### config.mk
export PLATFORM = sky130hd
export DESIGN_NAME = pipe_hazard_ctrl_flat
export DESIGN_NICKNAME = d
export VERILOG_FILES = /design/src/rtl/pipe_hazard_ctrl_pkg.sv /design/src/rtl/pipe_hazard_ctrl_if.sv /design/src/rtl/pipe_hazard_ctrl_hazard_match.sv /design/src/rtl/pipe_hazard_ctrl.sv /design/src/flat_wrapper.sv
export SDC_FILE = /design/constraint.sdc
export NUM_CORES = 1
export LEC_CHECK = 0
export CAP_MARGIN = 0
export CORE_UTILIZATION = 52
export DETAILED_ROUTE_END_ITERATION = 12
export PLACE_DENSITY = 0.93
export REMOVE_ABC_BUFFERS = 1
export SYNTH_ARGS = -nofsm -noshare
export SYNTH_HDL_FRONTEND = slang
export SYNTH_SLANG_ARGS = --single-unit
### constraint.sdc
create_clock -name clk -period 2.6 [get_ports clk]
set_input_delay 0.39 -clock clk [delete_from_list [all_inputs] [get_ports clk]]
set_output_delay 0.39 -clock clk [all_outputs]
set_load 0.02 [all_outputs]
### src/rtl/pipe_hazard_ctrl_pkg.sv
// -----------------------------------------------------------------------------
// pipe_hazard_ctrl_pkg
// Shared types and constants for the pipeline hazard controller.
//   sbEntry_t : one scoreboard entry {valid, isLoad, dst}; dst is sized for the
//               widest supported register address and zero-extended on use.
//   FWD_RF    : fwd_sel code meaning "take the operand from the register file".
// -----------------------------------------------------------------------------
package pipe_hazard_ctrl_pkg;

    localparam int SB_AW_MAX = 8;
    localparam int FWD_RF    = 0;

    typedef struct packed {
        logic                 valid;
        logic                 isLoad;
        logic [SB_AW_MAX-1:0] dst;
    } sbEntry_t;

endpackage

### src/rtl/pipe_hazard_ctrl_if.sv
// -----------------------------------------------------------------------------
// pipe_hazard_ctrl_if
// Decode-side and control-side signals of the hazard controller.
//   master : the pipeline (drives decode info and branch resolution)
//   slave  : the hazard controller (drives stall, flushes, forwarding selects)
// -----------------------------------------------------------------------------
interface pipe_hazard_ctrl_if #(
    parameter int REG_AW = 5,
    parameter int DEPTH  = 3,
    parameter int NRD    = 2,
    parameter int CNT_W  = 16
);
    localparam int SW = $clog2(DEPTH + 1);

    logic                         id_valid;
    logic [NRD-1:0][REG_AW-1:0]   id_src;
    logic [NRD-1:0]               id_src_used;
    logic [REG_AW-1:0]            id_dst;
    logic                         id_wr;
    logic                         id_load;
    logic                         ex_br_taken;

    logic                         stall;
    logic                         flush_if_id;
    logic                         flush_id_ex;
    logic [NRD-1:0][SW-1:0]       fwd_sel;
    logic [CNT_W-1:0]             stall_cnt;

    modport master (
        output id_valid, id_src, id_src_used, id_dst, id_wr, id_load, ex_br_taken,
        input  stall, flush_if_id, flush_id_ex, fwd_sel, stall_cnt
    );

    modport slave (
        input  id_valid, id_src, id_src_used, id_dst, id_wr, id_load, ex_br_taken,
        output stall, flush_if_id, flush_id_ex, fwd_sel, stall_cnt
    );

endinterface

### src/rtl/pipe_hazard_ctrl_hazard_match.sv
// -----------------------------------------------------------------------------
// hazard_match
// For one decode source operand, finds the youngest in-flight stage that will
// write the same register and reports whether that producer is a load.
//   srcReg    : source register number
//   srcUsed   : operand is actually read
//   entries   : scoreboard, entry s mirrors pipeline stage s
//   fwdSel    : youngest matching stage, FWD_RF when none
//   youngLoad : the youngest matching producer is a load
// -----------------------------------------------------------------------------
module hazard_match
    import pipe_hazard_ctrl_pkg::*;
#(
    parameter int REG_AW = 5,
    parameter int DEPTH  = 3,
    parameter int SW     = 2
) (
    input  logic [REG_AW-1:0]   srcReg,
    input  logic                srcUsed,
    input  sbEntry_t [DEPTH:1]  entries,
    output logic [SW-1:0]       fwdSel,
    output logic                youngLoad
);

    logic [SB_AW_MAX-1:0] srcWide;

    always_comb begin
        srcWide            = '0;
        srcWide[REG_AW-1:0] = srcReg;
        fwdSel             = SW'(FWD_RF);
        youngLoad          = 1'b0;
        // Walk oldest to youngest so the youngest match overwrites the rest.
        for (int s = DEPTH; s >= 1; s--) begin
            if (srcUsed && (srcReg != '0) && entries[s].valid &&
                (entries[s].dst == srcWide)) begin
                fwdSel    = SW'(s);
                youngLoad = entries[s].isLoad;
            end
        end
    end

endmodule

### src/rtl/pipe_hazard_ctrl.sv
// -----------------------------------------------------------------------------
// pipe_hazard_ctrl
// Load-use stall, branch flush and forwarding-select controller for an
// in-order pipeline. A shift-register scoreboard mirrors the destination of
// every instruction in stages 1..DEPTH after decode.
//   clk  : clock, all state on rising edge
//   rst  : asynchronous active-low reset
//   bus  : slave side of pipe_hazard_ctrl_if (decode info in; stall, flushes,
//          fwd_sel, stall_cnt out)
// -----------------------------------------------------------------------------
module pipe_hazard_ctrl
    import pipe_hazard_ctrl_pkg::*;
#(
    parameter int REG_AW     = 5,
    parameter int DEPTH      = 3,
    parameter int NRD        = 2,
    parameter int LOAD_STAGE = 2,
    parameter int CNT_W      = 16
) (
    input  logic               clk,
    input  logic               rst,
    pipe_hazard_ctrl_if.slave  bus
);

    localparam int SW = $clog2(DEPTH + 1);

    sbEntry_t [DEPTH:1]       sb;
    sbEntry_t                 newEntry;
    logic [NRD-1:0][SW-1:0]   fwdSelInt;
    logic [NRD-1:0]           portYoungLoad;
    logic [NRD-1:0]           portHazard;
    logic                     stallInt;
    logic [CNT_W-1:0]         stallCnt;

    for (genvar k = 0; k < NRD; k++) begin : g_match
        hazard_match #(
            .REG_AW (REG_AW),
            .DEPTH  (DEPTH),
            .SW     (SW)
        ) u_match (
            .srcReg    (bus.id_src[k]),
            .srcUsed   (bus.id_src_used[k]),
            .entries   (sb),
            .fwdSel    (fwdSelInt[k]),
            .youngLoad (portYoungLoad[k])
        );
    end

    always_comb begin
        portHazard = '0;
        // Load data is not available until the producer reaches LOAD_STAGE.
        for (int k = 0; k < NRD; k++) begin
            portHazard[k] = portYoungLoad[k] && (fwdSelInt[k] < SW'(LOAD_STAGE));
        end
        // rst gating keeps outputs quiet while reset is held, whatever the inputs.
        stallInt = rst && bus.id_valid && (|portHazard) && !bus.ex_br_taken;
    end

    always_comb begin
        newEntry                   = '0;
        newEntry.dst[REG_AW-1:0]   = bus.id_dst;
        newEntry.isLoad            = bus.id_load;
        newEntry.valid             = bus.id_valid && bus.id_wr && (bus.id_dst != '0);
        if (stallInt || bus.ex_br_taken) begin
            newEntry = '0;
        end
    end

    always_ff @(posedge clk or negedge rst) begin
        if (!rst) begin
            sb       <= '0;
            stallCnt <= '0;
        end else begin
            sb[1] <= newEntry;
            // Older stages shift unconditionally; a branch only squashes stage 1.
            for (int s = 2; s <= DEPTH; s++) begin
                sb[s] <= sb[s-1];
            end
            if (stallInt && (stallCnt != '1)) begin
                stallCnt <= stallCnt + CNT_W'(1);
            end
        end
    end

    assign bus.stall       = stallInt;
    assign bus.flush_if_id = rst && bus.ex_br_taken;
    assign bus.flush_id_ex = rst && (bus.ex_br_taken || stallInt);
    assign bus.fwd_sel     = fwdSelInt;
    assign bus.stall_cnt   = stallCnt;

endmodule

### src/flat_wrapper.sv
// flat-port wrapper written by rule: the top's interface ports become plain ports
module pipe_hazard_ctrl_flat import pipe_hazard_ctrl_pkg::*;
#(
    parameter int REG_AW     = 5,
    parameter int DEPTH      = 3,
    parameter int NRD        = 2,
    parameter int LOAD_STAGE = 2,
    parameter int CNT_W      = 16
)
  (clk, rst, bus_id_valid, bus_id_src, bus_id_src_used, bus_id_dst, bus_id_wr, bus_id_load, bus_ex_br_taken, bus_stall, bus_flush_if_id, bus_flush_id_ex, bus_fwd_sel, bus_stall_cnt);
  pipe_hazard_ctrl_if #(.REG_AW(REG_AW), .DEPTH(DEPTH), .NRD(NRD), .CNT_W(CNT_W)) bus_i ();
  input  logic clk;
  input  logic rst;
  input wire logic [$bits(bus_i.id_valid)-1:0] bus_id_valid;
  input wire logic [$bits(bus_i.id_src)-1:0] bus_id_src;
  input wire logic [$bits(bus_i.id_src_used)-1:0] bus_id_src_used;
  input wire logic [$bits(bus_i.id_dst)-1:0] bus_id_dst;
  input wire logic [$bits(bus_i.id_wr)-1:0] bus_id_wr;
  input wire logic [$bits(bus_i.id_load)-1:0] bus_id_load;
  input wire logic [$bits(bus_i.ex_br_taken)-1:0] bus_ex_br_taken;
  output wire logic [$bits(bus_i.stall)-1:0] bus_stall;
  output wire logic [$bits(bus_i.flush_if_id)-1:0] bus_flush_if_id;
  output wire logic [$bits(bus_i.flush_id_ex)-1:0] bus_flush_id_ex;
  output wire logic [$bits(bus_i.fwd_sel)-1:0] bus_fwd_sel;
  output wire logic [$bits(bus_i.stall_cnt)-1:0] bus_stall_cnt;
  assign bus_i.id_valid = bus_id_valid;
  assign bus_i.id_src = bus_id_src;
  assign bus_i.id_src_used = bus_id_src_used;
  assign bus_i.id_dst = bus_id_dst;
  assign bus_i.id_wr = bus_id_wr;
  assign bus_i.id_load = bus_id_load;
  assign bus_i.ex_br_taken = bus_ex_br_taken;
  assign bus_stall = bus_i.stall;
  assign bus_flush_if_id = bus_i.flush_if_id;
  assign bus_flush_id_ex = bus_i.flush_id_ex;
  assign bus_fwd_sel = bus_i.fwd_sel;
  assign bus_stall_cnt = bus_i.stall_cnt;
  pipe_hazard_ctrl #(.REG_AW(REG_AW), .DEPTH(DEPTH), .NRD(NRD), .LOAD_STAGE(LOAD_STAGE), .CNT_W(CNT_W)) u_core (.clk(clk), .rst(rst), .bus(bus_i));
endmodule
; ---- Word-level counts from Yosys, hierarchy flattened
; Index checks and enable logic that the tools add are counted.
[totals]
ff_bits = 46
latchBits = 0
ramBits = 0
romBits = 0
inputBits = 23
memories = 0
[op_classes]
addsub = 1
n_mul = 0
div_mod_pow = 0
n_lt_le_gt_ge = 2
n_eq_ne = 7
shift = 0
n_mux = 13
bitwise = 0
n_reduce_logical = 30
[ops]
columns = operator, count
row1 = $eq 8x5->1, 6
row2 = $logic_and 1x1->1, 24
row3 = $add 16x1->16 const B, 1
row4 = $ne 16x16->1 const B, 1
row5 = $reduce_bool 5->1, 3
row6 = $mux 2, 6
row7 = $mux 10, 1
row8 = $mux 1, 6
row9 = $lt 2x2->1 const B, 2
row10 = $reduce_or 2->1, 1
row11 = $logic_not 1->1, 1
row12 = $logic_or 1x1->1, 1

; ---- Logic depth before layout (Yosys ltp)
[depth]
ltp_word = 14
depth_mapped = 7

; ---- By module
; From an unflattened synthesis, not the netlist that was laid out.
[hier_totals]
hier_cells = 186
area_unflattened_um2 = 1983.2
[modules_own_cells]
columns = module, instances, cells_each, area_each_um2, seq_area_each_um2
row1 = pipe_hazard_ctrl, 1, 110, 1425.1, 925.9
row2 = hazard_match, 2, 38, 279.0, 0.0

; ---- Worst setup path after synthesis
; OpenSTA, ideal clock, no wires.
[synth_path]
kind = input port to output port
from = input bus_id_src[1]
to = output bus_flush_id_ex
arrival_ns = 1.744
required_ns = 2.210
path_slack_ns = 0.466
cell_stages = 6
cell_sequence = or4_1 o21ai_2 nor3_2 o21ai_0 clkbuf_2 nand2_1
[synth_via]
elab_chain_cells = 14
word_cells_on_any_way = 24
[synth_lines]
columns = element, line
row1 = "start, declared", flat_wrapper.sv:15  ; input wire logic [$bits(bus_i.id_src)-1:0] bus_id_src;
row2 = $reduce_bool 5->1, pipe_hazard_ctrl_hazard_match.sv:34  ; if (srcUsed && (srcReg != '0) && entries[s].valid &&
row3 = $logic_and 1x1->1 (3 in series), pipe_hazard_ctrl_hazard_match.sv:34
row4 = $mux 2 (3 in series), pipe_hazard_ctrl_hazard_match.sv:34
row5 = $lt 2x2->1, pipe_hazard_ctrl.sv:53  ; portHazard[k] = portYoungLoad[k] && (fwdSelInt[k] < SW'(LOAD_STAGE));
row6 = $logic_and 1x1->1 (*), pipe_hazard_ctrl.sv:53
row7 = $reduce_or 2->1 (*), pipe_hazard_ctrl.sv:56  ; stallInt = rst && bus.id_valid && (|portHazard) && !bus.ex_br_taken;
row8 = $logic_and 1x1->1 (*) (2 in series), pipe_hazard_ctrl.sv:56
row9 = $logic_or 1x1->1 (*), pipe_hazard_ctrl.sv:87  ; assign bus.flush_id_ex = rst && (bus.ex_br_taken || stallInt);
row10 = $logic_and 1x1->1 (*), pipe_hazard_ctrl.sv:87
row11 = "end, declared", flat_wrapper.sv:23  ; output wire logic [$bits(bus_i.flush_id_ex)-1:0] bus_flush_id_ex;
; Mark *: on every way between the ends. The rest lies on a longest branch, timed or not.

; ---- Worst setup path in the final report
[layout_path]
from = input bus_id_src[4]
to = output bus_stall
[layout_via]
elab_chain_cells = 12
word_cells_on_any_way = 22
[layout_lines]
columns = element, line
row1 = $reduce_bool 5->1, pipe_hazard_ctrl_hazard_match.sv:34
row2 = $logic_and 1x1->1 (3 in series), pipe_hazard_ctrl_hazard_match.sv:34
row3 = $mux 2 (3 in series), pipe_hazard_ctrl_hazard_match.sv:34
row4 = $lt 2x2->1, pipe_hazard_ctrl.sv:53
row5 = $logic_and 1x1->1 (*), pipe_hazard_ctrl.sv:53
row6 = $reduce_or 2->1 (*), pipe_hazard_ctrl.sv:56
row7 = $logic_and 1x1->1 (*) (2 in series), pipe_hazard_ctrl.sv:56
row8 = "end, declared", flat_wrapper.sv:21  ; output wire logic [$bits(bus_i.stall)-1:0] bus_stall;
; Marks and branches as above.

==> summary.txt <==
Outcome
  • Status: finished clean

Timing
  • Clock Skews: 0.01008 ns
  • Min Tclk post-route: 2.581 ns
  • Endpoints failing setup: 0
  • Fmax achieved: 387.5 MHz
  • Final Hold Viols: 0
  • Slew HR: 71.44%
  • Post-route setup TNS: 0 ns
  • Period utilization: 99.26%
  • Slew Viols, Final: 0
  • Worst-Margin Slew: 0.4284 ns

Critical path
  • Setup crit start kind: primary input
  • Crit path DAT: 2.19 ns
  • Worst path cell trace: clkdlybuf4s50_1 > buf_4 > xnor2_1 > nand4_1 > nor3_2 > o21ai_1 > buf_4 > nor2_1 > buf_4
  • Worst EP required: 2.21 ns
  • Worst Setup End Kind: output pin
  • CP max-delay cell: clkdlybuf4s50_1
  • Buf+Inv Stages, Crit Path: 4
  • Cell family with most CP delay: buffers and inverters
  • Slowest stage delay, CP: 0.45 ns
  • Max FO, Critical Path: 3
  • Kind of critical path: primary input to output pin
  • Top cell by count, worst path: buf_4

Logic synthesis
  • Largest family of logic cells by synthesized area: XOR/XNOR gates
  • Area fraction in compound gates after synthesis: 4.418%
  • Yosys cell types: 31
  • Number of synthesized flops with an enable pin: 0
  • Seq/Total Area, Yosys: 49.09%
  • Xor and xnor area share after synthesis: 22.09%
  • Async S/R FF share, synth: 100.0%
  • Syn. warnings: 0
  • Post-synthesis instance total: 162
  • Flops & latches, synth: 35
  • Mapped Avg Cell Area: 11.01 um^2
  • Multiplexer share of the synthesized area: 0.6311%
  • Synth Area in Simple Gates: 21.53%
  • Post-Syn Area: 0.001784 mm^2
  • Most common flop cell mapped by yosys: dfrtp_1
  • Synth Area in Adders: 0.7013%

Routing
  • DR WL/cell: 16.96 um
  • Total Wirelength: 4784 um
  • Detail Route Antenna Nets: 0
  • Routed vias: 1,571
  • Pre-antenna DRT Iters: 4
  • Detailed Route Iter0 Violations: 69
  • Remaining DRCs: 0
  • Vias per std cell: 5.571

Final layout
  • Design Area, Final: 0.002526 mm^2
  • Layout cells sized above 1: 21.01%
  • Antenna Cells: 0
  • Utilization after layout: 80.12%
  • # fillers: 203
  • Area grow syn2layout: 41.58%
  • Nets: 261

Global route
  • Initial antenna violation count: 0
  • First-pass GRT wire length: 7279 um
  • GRT Overall Usage: 28.30%
  • Largest net degree at the start of global routing: 36
  • Vias in the first global route: 1,571
  • Total global routing overflow: 0

Placed design
  • Post-DP HPWL: 3406 um
  • Port buffer count: 45
  • Placed inst area: 0.002446 mm^2
  • Placer congestion estimate: 0.8761

Floorplan
  • Horiz. Die Dim: 60.58 um
  • Site row count: 20
  • Die height: 60.58 um
  • Core ar.: 0.003153 mm^2
  • Die footprint: 0.003669 mm^2
  • Top Ports: 46
  • Initial Util: 56.59%

Clock network
  • CTS buffer count: 5
  • H-tree Lvls: 2
  • Clk pin slew, worst setup/hold paths: 0.09 ns
  • TritonCTS clock tree: built
  • CTS Buffer Depth: 2
  • Worst-Skew Late Latency: 0.34 ns
  • Clock Sinks: 35
  • Root Buffer: clkbuf_4

Min path
  • Hold WC Path Type: flip-flop to flip-flop

Pwr
  • Pwr dens: 399.7 mW/mm^2
  • VDD IR-drop max: 0.3248 mV
  • Leak: 1.141 nW

Flow run
  • Max_cap viols: 0
==> power breakdown <==
| group | internal, mW | total, mW | switching [mW] |
|---|---|---|---|
| Clock | 0.105 | 0.282 | 0.176 |
| Sequential | 0.559 | 0.574 | 0.0149 |
| Combinational | 0.0843 | 0.155 | 0.0703 |
==> what timing repair did <==
action	CTS	global route
hold buffers	0	0
gates resized for setup	27	10
setup endpoints to repair	6	6
cloned	0	0
pin swaps	6	5
setup buffers	1	1
==> per-layer routing <==
metal  share of wire (%)  GRT usage, %  wire length, um  up-vias
met5                   0             0                0        -
met4                 4.0         16.56              190        0
met3                 6.1         5.330              293       18
met2                  53         48.98             2515       69
met1                  37         32.81             1785      763
li1                    -             -                -      721
==> worst reg2reg max path, cell delays in order (launching register included) <==
cell	delay [ns]
dfrtp_1	0.43
xnor2_1	0.21
nand4_1	0.14
nor3_2	0.29
buf_4	0.17
o2111a_2	0.34
nor3b_1	0.32
xor2_1	0.17
==> cell type report <==
type / instances / area, um^2 / share of cell area (%)
clock buffers: 7 / 45.04 / 1.783
clock inverters: 1 / 5.005 / 0.1981
inverters: 3 / 11.26 / 0.4458
multi-input cells: 122 / 915.9 / 36.26
flip-flops and latches: 35 / 875.8 / 34.67
well taps: 44 / 55.05 / 2.179
repair buffers: 70 / 618.1 / 24.47
==> through the flow <==
stage	power [mW]	std cells	hold slack, ns	setup slack (ns)
after floorplan	0.6357	160	0.09441	0.1476
after global placement	0.7204	272	0.3905	-0.3672
final	1.010	282	0.4146	0.01920
after detailed placement	0.7278	272	0.3960	-0.3880
after CTS	1.006	281	0.4174	0.01018
after global routing	1.050	282	0.4247	-0.09071
==> cell usage after synthesis (2+ instances only) <==
| cell | n | area (um^2) |
|---|---|---|
| o21bai_1 | 2 | 15.01 |
| and3_1 | 9 | 56.30 |
| nand3_1 | 11 | 55.05 |
| o21ai_0 | 3 | 15.01 |
| o21ai_2 | 2 | 17.52 |
| and4_1 | 4 | 35.03 |
| nor4_1 | 2 | 12.51 |
| dfrtp_1 | 35 | 875.8 |
| nand4_1 | 7 | 43.79 |
| xnor2_1 | 31 | 271.5 |
| xor2_1 | 14 | 122.6 |
| nand2_1 | 10 | 37.54 |
| or4_1 | 2 | 15.01 |
| nor3_2 | 2 | 20.02 |
| nor2_1 | 8 | 30.03 |
| or3_1 | 2 | 12.51 |
| nor3_1 | 2 | 10.01 |
| inv_1 | 3 | 11.26 |
==> state kept, by name, indices dropped and copies added, names as in the netlist <==
signal and cells:
u_core.sb 19, u_core.bus.stall_cnt 16
==> logic make-up (layout without fill, tap and decap cells) <==
group / count (synthesis) / in the layout
XOR/XNOR: 45 / 45
AO/OA/AOI/OAI: 10 / 10
buffers and inverters: 5 / 81
flip-flops: 35 / 35
multiplexers: 1 / 1
adder cells (fa/ha/maj): 1 / 1
AND/OR/NAND/NOR: 65 / 65
==> cells in the final DEF (no fill, tap or decap), types with 2 or more instances in the layout <==
| cell | synthesis | final |
|---|---|---|
| nand4_1 | 7 | 7 |
| nand2_1 | 10 | 10 |
| nor4_2 | 0 | 2 |
| o21bai_1 | 2 | 2 |
| clkbuf_1 | 0 | 2 |
| clkdlybuf4s50_1 | 0 | 36 |
| o21ai_4 | 0 | 2 |
| nor3_1 | 2 | 2 |
| nand3_1 | 11 | 11 |
| dfrtp_1 | 35 | 35 |
| inv_1 | 3 | 3 |
| buf_4 | 0 | 25 |
| o21ai_1 | 0 | 2 |
| dlymetal6s2s_1 | 0 | 2 |
| and4_1 | 4 | 4 |
| nor3_2 | 2 | 2 |
| and3_1 | 9 | 9 |
| or4_4 | 0 | 2 |
| clkbuf_4 | 0 | 5 |
| xnor2_1 | 31 | 31 |
| xor2_1 | 14 | 14 |
| or3_1 | 2 | 2 |
| nor2_1 | 8 | 8 |
| buf_2 | 0 | 5 |
==> final timing paths <==
check                               from                        to  slack [ns]  depth (start not counted)
setup / recovery           bus_id_src[4]                 bus_stall        0.02                          9
hold / removal              u_core.sb[9]             u_core.sb[19]        0.41                          0
max in group asynchronous            rst             u_core.sb[22]        1.62                          3
hold reg to reg             u_core.sb[9]             u_core.sb[19]        0.41                          0
setup reg to reg            u_core.sb[4]   u_core.bus.stall_cnt[5]        0.45                          7
min in group asynchronous            rst  u_core.bus.stall_cnt[15]        0.67                          3
(Power assumes the default switching activity.)
